<file path="src/rtl/rover_drive_ctrl_if.sv">
// Command and status bundle between the rover supervisor and the drive controller.
interface rover_drive_ctrl_if;
    logic       en;
    logic       dir_rev;
    logic       turn_r;
    logic       turn_l;
    logic [2:0] level;
    logic [1:0] oc;
    logic [1:0] ena;
    logic [3:0] hb_in;
    logic       fault;
    logic [7:0] fault_count;
    logic [1:0] state;

    modport master (
        output en, dir_rev, turn_r, turn_l, level, oc,
        input  ena, hb_in, fault, fault_count, state
    );

    modport slave (
        input  en, dir_rev, turn_r, turn_l, level, oc,
        output ena, hb_in, fault, fault_count, state
    );
endinterface

</file>
<file path="src/rtl/rover_drive_ctrl.sv">
// Dual H-bridge drive controller: ramped PWM speed, dead time on direction change,
// and an overcurrent lockout that must see a clean hold window before re-arming.
module rover_drive_ctrl #(
    parameter int CNT_W      = 10,
    parameter int PERIOD     = 1000,
    parameter int RAMP_STEP  = 25,
    parameter int DEAD_CYC   = 50,
    parameter int FAULT_HOLD = 100000
) (
    input  logic               clk,
    input  logic               rst,
    rover_drive_ctrl_if.slave  bus
);

    typedef enum logic [1:0] {
        IDLE  = 2'd0,
        RUN   = 2'd1,
        DEAD  = 2'd2,
        FAULT = 2'd3
    } state_t;

    // Duty is one bit wider than the counter so a full-period duty (constant high) fits.
    localparam int DW     = CNT_W + 1;
    localparam int QTR    = PERIOD / 4;
    localparam int STEP_C = (RAMP_STEP > PERIOD) ? PERIOD : RAMP_STEP;
    localparam int DEADW  = (DEAD_CYC > 1) ? $clog2(DEAD_CYC + 1) : 1;
    localparam int HW     = (FAULT_HOLD > 1) ? $clog2(FAULT_HOLD + 1) : 1;

    localparam logic [DW-1:0]    STEP_V   = DW'(STEP_C);
    localparam logic [CNT_W-1:0] CNT_LAST = CNT_W'(PERIOD - 1);
    localparam logic [DEADW-1:0] DEAD_END = DEADW'(DEAD_CYC - 1);
    localparam logic [HW-1:0]    HOLD_END = HW'(FAULT_HOLD - 1);

    state_t           state;
    state_t           state_next;
    logic [CNT_W-1:0] cnt;
    logic [DW-1:0]    duty_cur;
    logic [DW-1:0]    duty_ramp;
    logic [DW-1:0]    target;
    logic [2:0]       level_sat;
    logic [DEADW-1:0] dead_cnt;
    logic [HW-1:0]    hold_cnt;
    logic [1:0]       oc_s1;
    logic [1:0]       oc_s2;
    logic [3:0]       hb_in;
    logic [3:0]       req_code;
    logic [7:0]       fault_cnt;
    logic [1:0]       ena;
    logic             wrap;
    logic             pwm;
    logic             oc_hit;
    logic             dead_done;
    logic             hold_done;

    assign wrap      = (cnt == CNT_LAST);
    assign pwm       = ({1'b0, cnt} < duty_cur);
    assign oc_hit    = |oc_s2;
    assign dead_done = (dead_cnt == DEAD_END);
    assign hold_done = (hold_cnt == HOLD_END);
    assign level_sat = (bus.level > 3'd4) ? 3'd4 : bus.level;
    assign target    = DW'(32'(level_sat) * QTR);

    // Right turn beats left turn, and any turn beats the straight-line direction.
    always_comb begin
        req_code = 4'b1001;
        if (bus.turn_r) begin
            req_code = 4'b0101;
        end else if (bus.turn_l) begin
            req_code = 4'b1010;
        end else if (bus.dir_rev) begin
            req_code = 4'b0110;
        end
    end

    always_comb begin
        duty_ramp = duty_cur;
        if (duty_cur < target) begin
            duty_ramp = ((target - duty_cur) > STEP_V) ? (duty_cur + STEP_V) : target;
        end else if (duty_cur > target) begin
            duty_ramp = ((duty_cur - target) > STEP_V) ? (duty_cur - STEP_V) : target;
        end
    end

    always_ff @(posedge clk) begin
        if (rst) begin
            state <= IDLE;
        end else begin
            state <= state_next;
        end
    end

    // Overcurrent outranks en=0, which outranks a direction change.
    always_comb begin
        state_next = state;
        ena        = 2'b00;
        case (state)
            IDLE: begin
                if (bus.en) begin
                    state_next = oc_hit ? FAULT : RUN;
                end
            end
            RUN: begin
                ena = {pwm, pwm};
                if (oc_hit) begin
                    state_next = FAULT;
                end else if (!bus.en) begin
                    state_next = IDLE;
                end else if (req_code != hb_in) begin
                    state_next = DEAD;
                end
            end
            DEAD: begin
                if (oc_hit) begin
                    state_next = FAULT;
                end else if (!bus.en) begin
                    state_next = IDLE;
                end else if (dead_done) begin
                    state_next = RUN;
                end
            end
            FAULT: begin
                if (!oc_hit && hold_done) begin
                    state_next = IDLE;
                end
            end
            default: state_next = IDLE;
        endcase
    end

    // PWM and ramp only advance while staying in RUN; any other path restarts them from zero.
    always_ff @(posedge clk) begin
        if (rst) begin
            cnt       <= '0;
            duty_cur  <= '0;
            dead_cnt  <= '0;
            hold_cnt  <= '0;
            oc_s1     <= 2'b00;
            oc_s2     <= 2'b00;
            hb_in     <= 4'b0000;
            fault_cnt <= 8'd0;
        end else begin
            oc_s1 <= bus.oc;
            oc_s2 <= oc_s1;

            if (state == RUN && state_next == RUN) begin
                cnt <= wrap ? '0 : cnt + 1'b1;
                if (wrap) begin
                    duty_cur <= duty_ramp;
                end
            end else begin
                cnt      <= '0;
                duty_cur <= '0;
            end

            dead_cnt <= (state == DEAD && state_next == DEAD) ? dead_cnt + 1'b1 : '0;
            hold_cnt <= (state == FAULT && state_next == FAULT && !oc_hit) ? hold_cnt + 1'b1 : '0;

            if ((state == IDLE || state == DEAD) && state_next == RUN) begin
                hb_in <= req_code;
            end

            if (state != FAULT && state_next == FAULT && fault_cnt != 8'hFF) begin
                fault_cnt <= fault_cnt + 8'd1;
            end
        end
    end

    assign bus.ena         = ena;
    assign bus.hb_in       = hb_in;
    assign bus.state       = state;
    assign bus.fault       = (state == FAULT);
    assign bus.fault_count = fault_cnt;

endmodule

</file>
<file path="src/flat_wrapper.sv">
// flat-port wrapper written by rule: the top's interface ports become plain ports
module rover_drive_ctrl_flat 
#(
    parameter int CNT_W      = 10,
    parameter int PERIOD     = 1000,
    parameter int RAMP_STEP  = 25,
    parameter int DEAD_CYC   = 50,
    parameter int FAULT_HOLD = 100000
)
  (clk, rst, bus_en, bus_dir_rev, bus_turn_r, bus_turn_l, bus_level, bus_oc, bus_ena, bus_hb_in, bus_fault, bus_fault_count, bus_state);
  rover_drive_ctrl_if bus_i ();
  input  logic clk;
  input  logic rst;
  input wire logic [$bits(bus_i.en)-1:0] bus_en;
  input wire logic [$bits(bus_i.dir_rev)-1:0] bus_dir_rev;
  input wire logic [$bits(bus_i.turn_r)-1:0] bus_turn_r;
  input wire logic [$bits(bus_i.turn_l)-1:0] bus_turn_l;
  input wire logic [$bits(bus_i.level)-1:0] bus_level;
  input wire logic [$bits(bus_i.oc)-1:0] bus_oc;
  output wire logic [$bits(bus_i.ena)-1:0] bus_ena;
  output wire logic [$bits(bus_i.hb_in)-1:0] bus_hb_in;
  output wire logic [$bits(bus_i.fault)-1:0] bus_fault;
  output wire logic [$bits(bus_i.fault_count)-1:0] bus_fault_count;
  output wire logic [$bits(bus_i.state)-1:0] bus_state;
  assign bus_i.en = bus_en;
  assign bus_i.dir_rev = bus_dir_rev;
  assign bus_i.turn_r = bus_turn_r;
  assign bus_i.turn_l = bus_turn_l;
  assign bus_i.level = bus_level;
  assign bus_i.oc = bus_oc;
  assign bus_ena = bus_i.ena;
  assign bus_hb_in = bus_i.hb_in;
  assign bus_fault = bus_i.fault;
  assign bus_fault_count = bus_i.fault_count;
  assign bus_state = bus_i.state;
  rover_drive_ctrl #(.CNT_W(CNT_W), .PERIOD(PERIOD), .RAMP_STEP(RAMP_STEP), .DEAD_CYC(DEAD_CYC), .FAULT_HOLD(FAULT_HOLD)) u_core (.clk(clk), .rst(rst), .bus(bus_i));
endmodule
</file>
<file path="config.mk">
export PLATFORM = sky130hd
export DESIGN_NAME = rover_drive_ctrl_flat
export DESIGN_NICKNAME = d
export VERILOG_FILES = /design/src/rtl/rover_drive_ctrl_if.sv /design/src/rtl/rover_drive_ctrl.sv /design/src/flat_wrapper.sv
export SDC_FILE = /design/constraint.sdc
export NUM_CORES = 1
export LEC_CHECK = 0
export ABC_AREA = 0
export CAP_MARGIN = 20
export CORE_MARGIN = 4
export CORE_UTILIZATION = 66
export CTS_CLUSTER_DIAMETER = 120
export DETAILED_ROUTE_END_ITERATION = 10
export PLACE_DENSITY = 0.86
export SYNTH_ARGS = -nofsm -noshare
export SYNTH_HDL_FRONTEND = slang
export SYNTH_SLANG_ARGS = --single-unit
</file>
<file path="constraint.sdc">
create_clock -name clk -period 8.06 [get_ports clk]
set_input_delay 0.806 -clock clk [delete_from_list [all_inputs] [get_ports clk]]
set_output_delay 0.806 -clock clk [all_outputs]
set_load 0.01 [all_outputs]
</file>
==> results of run 1 <==
[power breakdown]
| group | switching (mW) | total, mW | internal (mW) | leakage, nW |
|---|---|---|---|---|
| sequential | 0.00534 | 0.316 | 0.311 | 0.501 |
| clock | 0.124 | 0.308 | 0.184 | 0.113 |
| combinational | 0.104 | 0.177 | 0.0723 | 1.39 |
[sequential cells by signal (all words and copies together), names as in the netlist]
name / count
u_core.bus.fault_count: 8
u_core.dead_cnt: 6
u_core.bus.hb_in: 4
u_core.hold_cnt: 17
u_core.duty_cur: 11
u_core.oc_s1: 2
u_core.cnt: 10
u_core.oc_s2: 2
u_core.bus.state: 2
[cell families after synthesis]
family	synth area share [%]
AO/OA/AOI/OAI	23.5
XOR/XNOR	9.93
adder cells (fa/ha/maj)	11.6
buffers and inverters	4.32
flip-flops	25.7
multiplexers	1.29
other	0.0775
AND/OR/NAND/NOR	23.7
[worst min path at each step]
stage	startpoint	slack, ps	depth (start not counted)	to
CTS	u_core.oc_s1[1]	460	1	u_core.oc_s2[1]
detailed placement	u_core.oc_s1[0]	430	1	u_core.oc_s2[0]
finish	u_core.oc_s1[1]	460	1	u_core.oc_s2[1]
global route	u_core.oc_s1[1]	470	1	u_core.oc_s2[1]
global placement	u_core.oc_s1[1]	420	1	u_core.oc_s2[1]
floorplan	u_core.oc_s1[0]	410	1	u_core.oc_s2[0]
[cells in the mapped netlist (4+ instances only)]
library cell,instances
buf_4,4
o21ai_0,23
a31oi_1,5
a21oi_1,24
clkbuf_1,9
or3_1,5
nand2b_1,7
o21a_1,9
and3_1,12
nand4_1,6
nand3_1,24
or2_2,4
xnor2_1,28
nor2b_1,15
a21o_1,13
nor2_1,74
buf_2,5
nor3_1,9
ha_1,40
xor2_1,25
nand2_1,24
dfxtp_1,62
inv_1,31
a211oi_1,13
o31ai_1,5
mux2i_1,4
a221oi_1,4
[through the flow]
step / total power, mW / hold WS, ps / setup WS (ps)
2_1_floorplan: 0.457 / 414 / 3300
3_3_place_gp: 0.492 / 416 / 2240
3_5_place_dp: 0.497 / 429 / 1980
4_1_cts: 0.806 / 464 / 2350
5_1_grt: 0.839 / 470 / 2050
6_report: 0.801 / 463 / 2250
[final cells by class]
| class | count | area, µm² | area share (%) |
|---|---|---|---|
| inverter | 32 | 120 | 2.24 |
| tap | 96 | 120 | 2.24 |
| sequential | 62 | 1240 | 23.1 |
| timing repair buffer | 27 | 270 | 5.03 |
| clock buffer | 10 | 138 | 2.56 |
| clock inverter | 6 | 93.8 | 1.75 |
| multi-input combinational | 458 | 3390 | 63.1 |
[placed cells by master (no fill, tap or decap), types with 24 or more instances in the layout]
cell type,instances
xnor2_1,28
inv_1,31
dfxtp_1,62
nor2_1,74
a21oi_1,24
xor2_1,25
nand2_1,24
nand3_1,24
clkdlybuf4s50_1,27
ha_1,40
[worst reg2reg max path, cell delays in order, from the launching register on]
cell and delay [ps]:
dfxtp_1 450, inv_1 160, ha_1 470, a2111o_1 450, a31oi_1 140, a21oi_1 140, a221o_1 530, a21oi_1 780
nand2b_4 120, a21oi_2 180, o221ai_2 110, a22oi_2 180
[routing by layer]
| layer | vias up | track usage [%] | share of wire (%) |
|---|---|---|---|
| li1 | 2099 | - | - |
| met1 | 2005 | 33.5 | 41 |
| met2 | 166 | 48.7 | 50 |
| met3 | 39 | 4.10 | 4.6 |
| met4 | 0 | 14.4 | 3.9 |
| met5 | - | 0 | 0 |
==> metrics.txt, run 1 <==
Port-buffer cells 27; crit path capture u_core.duty_cur[3]; Critical Path End Type flop; H-tree levels 3; antenna violations before repair 0; core area between 6000 and 7000 µm²; setup TNS 0 ps; Seq cells post-synth 62; average size of a mapped cell around 8.5 µm²; R2R depth 11; Slew HR 38.3%; CP Cell Sequence clkdlybuf4s50_1 > nor2b_1 > nand2_1 > fa_1 > fa_1 > inv_1 > ha_1 > a2111o_1 > a31oi_1 > a21oi_1 > a221o_1 > a21oi_1 > nand2b_4 > a21oi_2 > o221ai_2 > a22oi_2; GPL Wtd Cong 1.01; Synth Instances 570; CTS Sinks between 60 and 70; Non-Filler Instances slightly below 700; Tot GR Track Use ~28%; Worst path depth 16; Num CTS Buffers 9; Post-synth EDFFs 0; width of the die 93.6 µm; synth warn 0; # Post-CTS Setup Buffers 0; Vias around 4.3k; Slew Limit Fails 0; post-route core utilization about 77%; slew at the pin closest to its max-slew limit between 900 and 1000 ps; area of the die roughly 8800 µm²; antenna cells 0; Initial Utilization between 60% and 70%; Worst-Skew Late Latency between 300 and 400 ps; DP Cell Count a little under 700; Filler cells 500; Area Growth Syn to Fin 11.0%; status finished, final reports clean; CTS root buffer clkbuf_8; crit-path leading delay family compound AO/OA/AOI/OAI gates; CP max stage delay 780 ps; Worst EP required between 8000 and 9000 ps; Seq/Total Area, Yosys between 20% and 30%; Pre-antenna DRT Iters 4; fin nets 644; leading area contributor after synthesis dfxtp_1; global-route wire length before repair around 20000 µm; Top Ports 28; clock tree buffer depth 2; CP max FO 12; Worst-path clk slew about 70 ps; Detailed Route WL 11600 µm; HP Class flop to flop; MaxCap Viol Count 0; cell row count 30; share of cells above drive strength 1 8.24%; number of global-route vias before repair between 4k and 5k; Hold Buf Count CTS 0; skew final ~4.8 ps; Critical path buffers and inverters 2; Mapped Area between 4000 and 5000 µm²; commonest register cell after synthesis dfxtp_1; total gr overflow 0; PostCTS Resize Cnt 0; post-synth top area share around a quarter; R2R Path Start u_core.duty_cur[6]; die height approximately 94 µm; R2R Path End u_core.duty_cur[3]; Setup CP Type input pin to flop; crit path DAT roughly 6000 ps; Post-Layout Inst Area between 5000 and 6000 µm²; post-synth cell types 80; top cells by area, synth dfxtp_1 (26%), ha_1 (10%), nor2_1 (5.7%); fin crit period roughly 5800 ps; Final Hold Fails 0; syn nets roughly 620; final setup violation count 0; Worst VDD drop about 0.14 mV; largest net degree at the start of global routing 20; leak pwr approximately 2 nW; FF-to-FF setup slack between 4000 and 5000 ps; RSZ-0062 raised after global routing false; Worst Setup SP bus_level[2]; Placed Area between 5000 and 6000 µm²; period utilization 72.1%; Critical-path top delay cell a21oi_1; achievable frequency roughly 0.17 GHz; post-DR vias/cell slightly above 6; drt first-iter violations between 200 and 300; asr flop ratio synth 0%; DR DRC count 0; DPL Wire Length 8830 µm; Final ANT Viol Nets 0; startpoint types input pin; CTS tree yes; DR WL/cell about 17 µm; P per Cell Area 149 nW/µm²
(Power assumes the default switching activity.)
==> inputs of run 2 (changes only) <==
CORE_UTILIZATION = 61   (was 66)
PLACE_DENSITY = 0.8   (was 0.86)
clock period = 5.6 ns   (was 8.06 ns; I/O delays follow)
==> metrics.txt, run 2 (same netlist as run 1, synthesis figures left out) <==
Largest register FFs 17; DR DRC count 0; CP max FO 12; min-delay src u_core.oc_s1[0]; Pre-antenna DRT Iters 5; Vias 4303; final setup violation count 0; share of cells above drive strength 1 under 10%; Worst-Skew Late Latency between 300 and 400 ps; drt first-iter violations between 400 and 500; R2R Path End u_core.duty_cur[3]; R2R Path Start u_core.duty_cur[1]; hold slack roughly 430 ps; Port-buffer cells 27; Detailed Route WL roughly 12000 µm; setup TNS 0 ps; status finished, final reports clean; skew final 14.6 ps; PostCTS Resize Cnt 0; Initial Utilization 62.6%; WHS Path Cells 1; # Post-CTS Setup Buffers 0; Setup CP Type input pin to flop; HP Class flop to flop; Worst-path clk slew about 90 ps; Slew HR 48.0%; Hold Buf Count CTS 0; leak pwr a little over 2 nW; end point of the worst hold path u_core.oc_s2[0]; largest registers u_core.hold_cnt (17), u_core.duty_cur (11), u_core.cnt (10); Area Growth Syn to Fin 12.1%; Worst Setup SP bus_level[0]; largest net degree at the start of global routing 20; global-route wire length before repair 20200 µm; GPL Wtd Cong roughly 1; P per Cell Area about 210 nW/µm²; DR WL/cell about 17 µm; crit path DAT around 5400 ps; Tot GR Track Use 25.6%; fin nets 650; period utilization 92.4%; achievable frequency 0.193 GHz; multi-input logic area about 3400 µm²; slew at the pin closest to its max-slew limit roughly 780 ps; Num CTS Buffers 9; antenna cells 0; MaxCap Viol Count 0; Final Hold Fails 0; cell row count 32; Top Ports 28; Worst EP required 5810 ps; Critical Path End Type flop; leading cell types in the layout, fill and taps excluded nor2_1 (74), dfxtp_1 (62), ha_1 (40); CTS root buffer clkbuf_8; number of global-route vias before repair approximately 4k; Reg with most FFs u_core.hold_cnt; Worst VDD drop 0.207 mV; Register Area around 1200 µm²; FF-to-FF setup slack about 1900 ps; H-tree levels 3; startpoint types input pin; post-DR vias/cell a little over 6; R2R depth 12; Slew Limit Fails 0; clock tree buffer depth 2; core area approximately 7700 µm²; DPL Wire Length around 9100 µm; area of the die 9420 µm²; CTS Sinks between 60 and 70; die height between 90 and 100 µm; antenna violations before repair 0; most common cell after layout, fill and taps aside nor2_1; Final ANT Viol Nets 0; Filler cells around 630; total gr overflow 0; RSZ-0062 raised after global routing false; fin crit period approximately 5200 ps; width of the die just under 100 µm; CTS tree yes
## run 2: cell types whose count changed in the layout (fill, tap and decap cells not counted)
cell,change
buf_4,+6
clkbuf_8,-1
clkinv_4,+1
clkinvlp_4,-1
inv_8,+1
## run 2: final cells by class
cell class	count	area share [%]
inverters	32	2.22
multi-input cells	458	62.5
clock inverters	7	1.96
clock buffers	9	2.28
well taps	102	2.35
flip-flops and latches	62	22.9
repair buffers	33	5.81
## run 2: worst max path at each step
stage | endpoint | slack [ps] | depth (start not counted)
after floorplan | u_core.duty_cur[10] | 1080 | 17
final | u_core.duty_cur[1] | 430 | 16
after global placement | u_core.duty_cur[1] | 260 | 16
after global routing | u_core.duty_cur[1] | 110 | 16
after CTS | u_core.duty_cur[1] | 510 | 16
after detailed placement | u_core.duty_cur[1] | 150 | 16
## run 2: metal layers
metal | GRT usage, % | part of all wire, %
met1 | 33.4 | 44
met2 | 42.9 | 49
met3 | 4.24 | 5.5
met4 | 8.53 | 2.0
met5 | 0 | 0
## run 2: critical path: stages
cell	delay, ps
clkdlybuf4s50_1	550
nor2b_1	320
nand2_1	160
fa_1	450
fa_1	560
inv_1	60
ha_1	510
and3_1	280
nand3_1	170
o31ai_1	330
xor2_1	150
nor4_4	310
o211a_1	390
nor2_1	140
a221oi_1	330
o22ai_1	100
## run 2: per-stage QoR
step | setup WS [ps] | power, mW | utilization (%) | instances | area [µm²]
finish | 428 | 1.16 | 70.2 | 703 | 5420
floorplan | 1080 | 0.657 | - | 570 | 4840
global route | 112 | 1.21 | 70.2 | 703 | 5420
global placement | 260 | 0.712 | 67.2 | 687 | 5190
detailed placement | 149 | 0.718 | 67.2 | 687 | 5190
CTS | 507 | 1.17 | 70.2 | 703 | 5420
## run 2: where the power goes
group	total, mW	switching [mW]	internal (mW)
combinational	0.256	0.151	0.106
clock	0.450	0.192	0.257
sequential	0.455	0.00756	0.448
